==> src/rtl/axi_xbar_arb_pkg.sv <==
// Shared types and helpers for the AXI crossbar output-port age/QoS arbiter.
// Default widths live here so the top and its sub-blocks agree.
package axi_xbar_arb_pkg;

    localparam int unsigned ARB_NUM_REQ = 8;
    localparam int unsigned ARB_IDX_W   = 3;
    localparam int unsigned ARB_QOS_W   = 4;
    localparam int unsigned ARB_AGE_W   = 4;
    localparam int unsigned KEY_W       = 1 + ARB_QOS_W + ARB_AGE_W;

    typedef enum logic [0:0] {
        ARB_IDLE,
        ARB_BUSY
    } arb_state_e;

    function automatic logic [ARB_NUM_REQ-1:0] onehot(input logic [ARB_IDX_W-1:0] idx);
        logic [ARB_NUM_REQ-1:0] oh;
        oh      = '0;
        oh[idx] = 1'b1;
        return oh;
    endfunction

endpackage

==> src/rtl/axi_xbar_maxsel.sv <==
// Combinational balanced max-select tree: returns the largest key and its index.
// Equal keys resolve toward the lower index at every node.
module axi_xbar_maxsel #(
    parameter int unsigned NUM_IN = 8,
    parameter int unsigned KEY_W  = 9,
    parameter int unsigned IDX_W  = 3
) (
    input  logic [NUM_IN*KEY_W-1:0] keys_i,
    output logic [KEY_W-1:0]        max_key_o,
    output logic [IDX_W-1:0]        max_idx_o
);

    localparam int unsigned Leaves = 1 << IDX_W;
    localparam int unsigned Nodes  = 2 * Leaves - 1;

    // Heap layout: node n has children 2n+1 (left, lower index) and 2n+2 (right).
    logic [KEY_W-1:0] node_key [Nodes];
    logic [IDX_W-1:0] node_idx [Nodes];

    always_comb begin
        for (int i = 0; i < Leaves; i++) begin
            if (i < NUM_IN) begin
                node_key[Leaves-1+i] = keys_i[i*KEY_W +: KEY_W];
                node_idx[Leaves-1+i] = IDX_W'(i);
            end else begin
                node_key[Leaves-1+i] = '0;
                node_idx[Leaves-1+i] = IDX_W'(NUM_IN - 1);
            end
        end
        for (int n = Leaves - 2; n >= 0; n--) begin
            if (node_key[2*n+2] > node_key[2*n+1]) begin
                node_key[n] = node_key[2*n+2];
                node_idx[n] = node_idx[2*n+2];
            end else begin
                node_key[n] = node_key[2*n+1];
                node_idx[n] = node_idx[2*n+1];
            end
        end
    end

    assign max_key_o = node_key[0];
    assign max_idx_o = node_idx[0];

endmodule

==> src/rtl/axi_xbar_age_arbiter.sv <==
// Output-port arbiter: strict QoS, then oldest request wins; the grant is registered
// and held until the owning transaction acks.
module axi_xbar_age_arbiter
    import axi_xbar_arb_pkg::*;
#(
    parameter int unsigned NUM_REQ = ARB_NUM_REQ,
    parameter int unsigned IDX_W   = ARB_IDX_W,
    parameter int unsigned QOS_W   = ARB_QOS_W,
    parameter int unsigned AGE_W   = ARB_AGE_W
) (
    input  logic                     clk_i,
    input  logic                     rst_i,
    input  logic [NUM_REQ-1:0]       req_i,
    input  logic [NUM_REQ*QOS_W-1:0] qos_i,
    input  logic                     ack_i,
    output logic [NUM_REQ-1:0]       grant_o,
    output logic                     grant_valid_o,
    output logic [IDX_W-1:0]         grant_index_o
);

    localparam int unsigned KeyW = 1 + QOS_W + AGE_W;
    localparam logic [AGE_W-1:0] AgeMax = '1;

    arb_state_e         state_q, state_d;
    logic [NUM_REQ-1:0] grant_q, grant_d;
    logic [IDX_W-1:0]   index_q, index_d;
    logic               valid_q, valid_d;
    logic [AGE_W-1:0]   age_q [NUM_REQ];
    logic [AGE_W-1:0]   age_d [NUM_REQ];

    logic [NUM_REQ*KeyW-1:0] keys;
    logic [KeyW-1:0]         win_key;
    logic [IDX_W-1:0]        win_idx;
    logic                    launch;
    logic                    unused_key_bits;

    always_comb begin
        for (int i = 0; i < NUM_REQ; i++) begin
            keys[i*KeyW +: KeyW] = {req_i[i], qos_i[i*QOS_W +: QOS_W], age_q[i]};
        end
    end

    axi_xbar_maxsel #(
        .NUM_IN (NUM_REQ),
        .KEY_W  (KeyW),
        .IDX_W  (IDX_W)
    ) u_maxsel (
        .keys_i    (keys),
        .max_key_o (win_key),
        .max_idx_o (win_idx)
    );

    // Only the key MSB matters here: it is set iff some requester is active.
    assign unused_key_bits = ^win_key[KeyW-2:0];

    always_comb begin
        state_d = state_q;
        grant_d = grant_q;
        index_d = index_q;
        valid_d = valid_q;
        launch  = 1'b0;
        case (state_q)
            ARB_IDLE: begin
                if (win_key[KeyW-1]) begin
                    launch  = 1'b1;
                    grant_d = onehot(win_idx);
                    index_d = win_idx;
                    valid_d = 1'b1;
                    state_d = ARB_BUSY;
                end
            end
            ARB_BUSY: begin
                if (ack_i) begin
                    grant_d = '0;
                    index_d = '0;
                    valid_d = 1'b0;
                    state_d = ARB_IDLE;
                end
            end
            default: state_d = ARB_IDLE;
        endcase
    end

    // The owner's age stays cleared for the whole tenure, including the ack edge.
    always_comb begin
        for (int i = 0; i < NUM_REQ; i++) begin
            if (!req_i[i] || (launch && win_idx == IDX_W'(i)) ||
                (state_q == ARB_BUSY && grant_q[i])) begin
                age_d[i] = '0;
            end else if (age_q[i] != AgeMax) begin
                age_d[i] = age_q[i] + 1'b1;
            end else begin
                age_d[i] = age_q[i];
            end
        end
    end

    always_ff @(posedge clk_i) begin
        if (rst_i) begin
            state_q <= ARB_IDLE;
            grant_q <= '0;
            index_q <= '0;
            valid_q <= 1'b0;
            for (int i = 0; i < NUM_REQ; i++) begin
                age_q[i] <= '0;
            end
        end else begin
            state_q <= state_d;
            grant_q <= grant_d;
            index_q <= index_d;
            valid_q <= valid_d;
            for (int i = 0; i < NUM_REQ; i++) begin
                age_q[i] <= age_d[i];
            end
        end
    end

    assign grant_o       = grant_q;
    assign grant_valid_o = valid_q;
    assign grant_index_o = index_q;

endmodule

==> config.mk <==
export PLATFORM = sky130hd
export DESIGN_NAME = axi_xbar_age_arbiter
export DESIGN_NICKNAME = d
export VERILOG_FILES = /design/src/rtl/axi_xbar_arb_pkg.sv /design/src/rtl/axi_xbar_maxsel.sv /design/src/rtl/axi_xbar_age_arbiter.sv
export SDC_FILE = /design/constraint.sdc
export NUM_CORES = 1
export LEC_CHECK = 0
export CORE_MARGIN = 4
export CORE_UTILIZATION = 37
export DETAILED_ROUTE_END_ITERATION = 8
export SYNTH_ARGS = -nofsm -noshare
export SYNTH_HDL_FRONTEND = slang
export SYNTH_SLANG_ARGS = --single-unit
==> constraint.sdc <==
create_clock -name clk_i -period 18.9 [get_ports clk_i]
set_input_delay 3.78 -clock clk_i [delete_from_list [all_inputs] [get_ports clk_i]]
set_output_delay 3.78 -clock clk_i [all_outputs]
set_load 0.02 [all_outputs]
==> run metrics <==
status=finished clean; Die ar.=between 0.01 and 0.015 mm^2; area of the multi-input gates=approximately 0.0031 mm^2; initial antenna violation count=0; Crit Path Class=input port to flip-flop; worst hold path cell count=2; largest net degree at the start of global routing=23; CP endpoint kind=flip-flop; met3 usage=about 3.2%; post-layout util=a little under half; IO Pins=55; Max VDD drop=between 50 and 60 uV; met1 usage=a little under a quarter; PostCTS Resize Cnt=0; number of synthesized flops with an enable pin=0; H-tree depth=2; n_diodes=0; final instance area=0.00508 mm^2; Setup TNS Final=0 ns; Mapped Cells=527; Synth warnings=0; Mapped Area=0.00426 mm^2; routed len/inst=15.1 um; Core ar.=roughly 0.011 mm^2; buffer and inverter count on the worst path=2; hold_buf cts=0; P&R area growth vs syn=19.2%; Slew @ Worst Pin=between 1 and 1.5 ns; top cells by count, synth=ha_1, nand2_1, dfxtp_1, inv_1, nor2_1; Most common cell on crit path=ha_1; met2 layer usage reported by global route=27.3%; CTS root buf=clkbuf_16; crit path cell chain=clkdlybuf4s50_1, inv_1, ha_1, nand4_1, nor3_1, a211o_1, a21boi_1, mux2_2, ha_1, and3_1, o311a_1, a211oi_2, a31o_2, nor2_1, a21oi_1, ha_1, a21oi_1, o21ai_1, a221oi_1, nor2_1, a32oi_1, and3_1, o21ba_1; Rows=38; Leakage=around 0.0023 uW; top_reg_cell synth=dfxtp_1; Post-route DRC=0; via count=3974; RSZ-0062 raised after global routing=false; CP Depth=23; Crit Path Max Fanout=22; final slew viol count=0; All-Layer GR Usage=16.6%; Die Width=~120 um; vias per cell=~5.5; busiest layer in global routing=met2; cell family with most CP delay=compound AO/OA/AOI/OAI gates; antenna-violating nets left=0; grt ovf=0; hold_sp=grant_valid_o; crit path DAT=11.00 ns; clk slew on worst S/H paths=around 0.06 ns; RR Endpoint=grant_o[3]; # Post-CTS Setup Buffers=0; Die Height=115 um; TritonCTS clock tree=done; clock buffer depth=2; Critical Path Start Type=input port; Nets=around 690; layout cells sized above 1=5.71%; Filler cells=roughly 1100; Max Fclk=roughly 0.093 GHz; # Max-Cap Violations=0; WP data required=about 19 ns; Mean Syn Cell Area=a little over 8 um^2; Worst path max stage delay=0.90 ns; sequential area share after synthesis=between 20% and 30%; Worst slew margin=20.6%; synthesis-stage register bit count=45; post-DP HPWL=approximately 9 mm; Async S/R FF share, synth=0%; Critical-path top delay cell=a21boi_1; crit path time final=between 10 and 15 ns; reg-to-reg startpoint=age_q[1][10]; r2r worst-path depth=22; first-pass GRT wire length=between 15 and 20 mm; final setup fails=0; drt first pass iters=5; Period Utilization, post-route=a little under three fifths; clock sink count=45; most frequent cell after synthesis=ha_1; Fin Hold WS=approximately 0.46 ns; top-area cell type share of the netlist area=a little over a fifth; number of global-route vias before repair=3831; setup slack, reg-to-reg=11.78 ns; Max Clock Skew=between 0.003 and 0.004 ns; Cell variety after synth=55; Inserted Clock Buffers=5; Post-Route WL=~11 mm; placed cell area=roughly 0.0049 mm^2; Post-Syn Nets=between 600 and 700; Initial Util=between 30% and 40%; Worst-Skew Late Latency=0.29 ns; drt initial violations=189; Port Buffers=between 50 and 60; Yosys top cell by area=dfxtp_1; Final GP Congestion=0.906; hold path endpoint=grant_valid_o; cells taking the most area after synthesis=dfxtp_1, ha_1, mux2i_1; final hold violation count=0; PD cells=roughly 85 mW/mm^2; register area=~900 um^2; Worst Hold Class=flip-flop to flip-flop
flip-flops by register name, summed over array words and instances (netlist names):
signal,cells
state_q,1
grant_index_o,3
grant_valid_o,1
grant_o,8
age_q,32
worst min-delay path, cell delays in order, from the launching register on:
cell     delay [ns]
dfxtp_1        0.31
nand2_1        0.05
a21oi_1        0.05
stage by stage:
step / setup WS (ns) / instances / power [uW]
after floorplan: 9.42 / 527 / 278
after global placement: 8.02 / 710 / 338
after detailed placement: 7.93 / 710 / 342
after CTS: 8.18 / 718 / 431
after global routing: 7.63 / 718 / 462
final: 8.13 / 718 / 431
final cells by class:
class | count | share of cell area [%]
Timing Repair Buffer | 55 | 10.8
Inverter | 45 | 3.32
Clock buffer | 5 | 2.46
Multi-Input combinational cell | 425 | 61.8
Tap cell | 140 | 3.45
Clock inverter | 3 | 0.443
Sequential cell | 45 | 17.7
cell usage in the layout, fill, tap and decap left out, types with 3 or more instances in the layout:
cell type and n:
a211o_1 4, a211oi_1 16, a21o_1 4, a21oi_1 42
a31oi_1 3, and2_1 5, and3_1 9, and4_1 5
clkbuf_16 5, clkdlybuf4s50_1 54, clkinvlp_4 3, dfxtp_1 45
ha_1 71, inv_1 45, mux2_2 9, mux2i_1 28
nand2_1 47, nand3_1 25, nand4_1 9, nor2_1 45
nor3_1 12, nor3b_1 5, o211ai_1 7, o21a_1 4
o21ai_0 22, o21ai_1 6, o21ba_1 4, or3_1 3
xnor2_1 6
layer usage:
metal  wire (um)  vias to the layer above
li1            -                     2036
met1        5220                     1860
met2        5130                       72
met3         418                        6
met4          65                        0
met5           0                        -
logic make-up after synthesis:
family / count (synthesis) / share of synthesized area (%)
simple gates: 178 / 20.5
compound gates: 130 / 21.2
mux: 38 / 9.48
xor+xnor: 8 / 1.64
buf+inv: 57 / 5.17
flops: 45 / 21.1
fa+ha+maj: 71 / 20.8
worst max path at each step:
stage | from | endpoint | slack [ns]
2_1_floorplan | req_i[2] | grant_o[0] | 9.42
5_1_grt | req_i[6] | grant_o[4] | 7.63
3_5_place_dp | req_i[6] | age_q[1][10] | 7.93
4_1_cts | req_i[6] | age_q[1][10] | 8.18
6_report | req_i[6] | grant_o[3] | 8.13
3_3_place_gp | req_i[6] | age_q[1][10] | 8.02
report_power, final:
group	internal [uW]	switching [uW]
clock	48.9	38.0
combinational	92.4	134
sequential	105	12.8
Note: power is estimated with default switching activity, not from simulation.
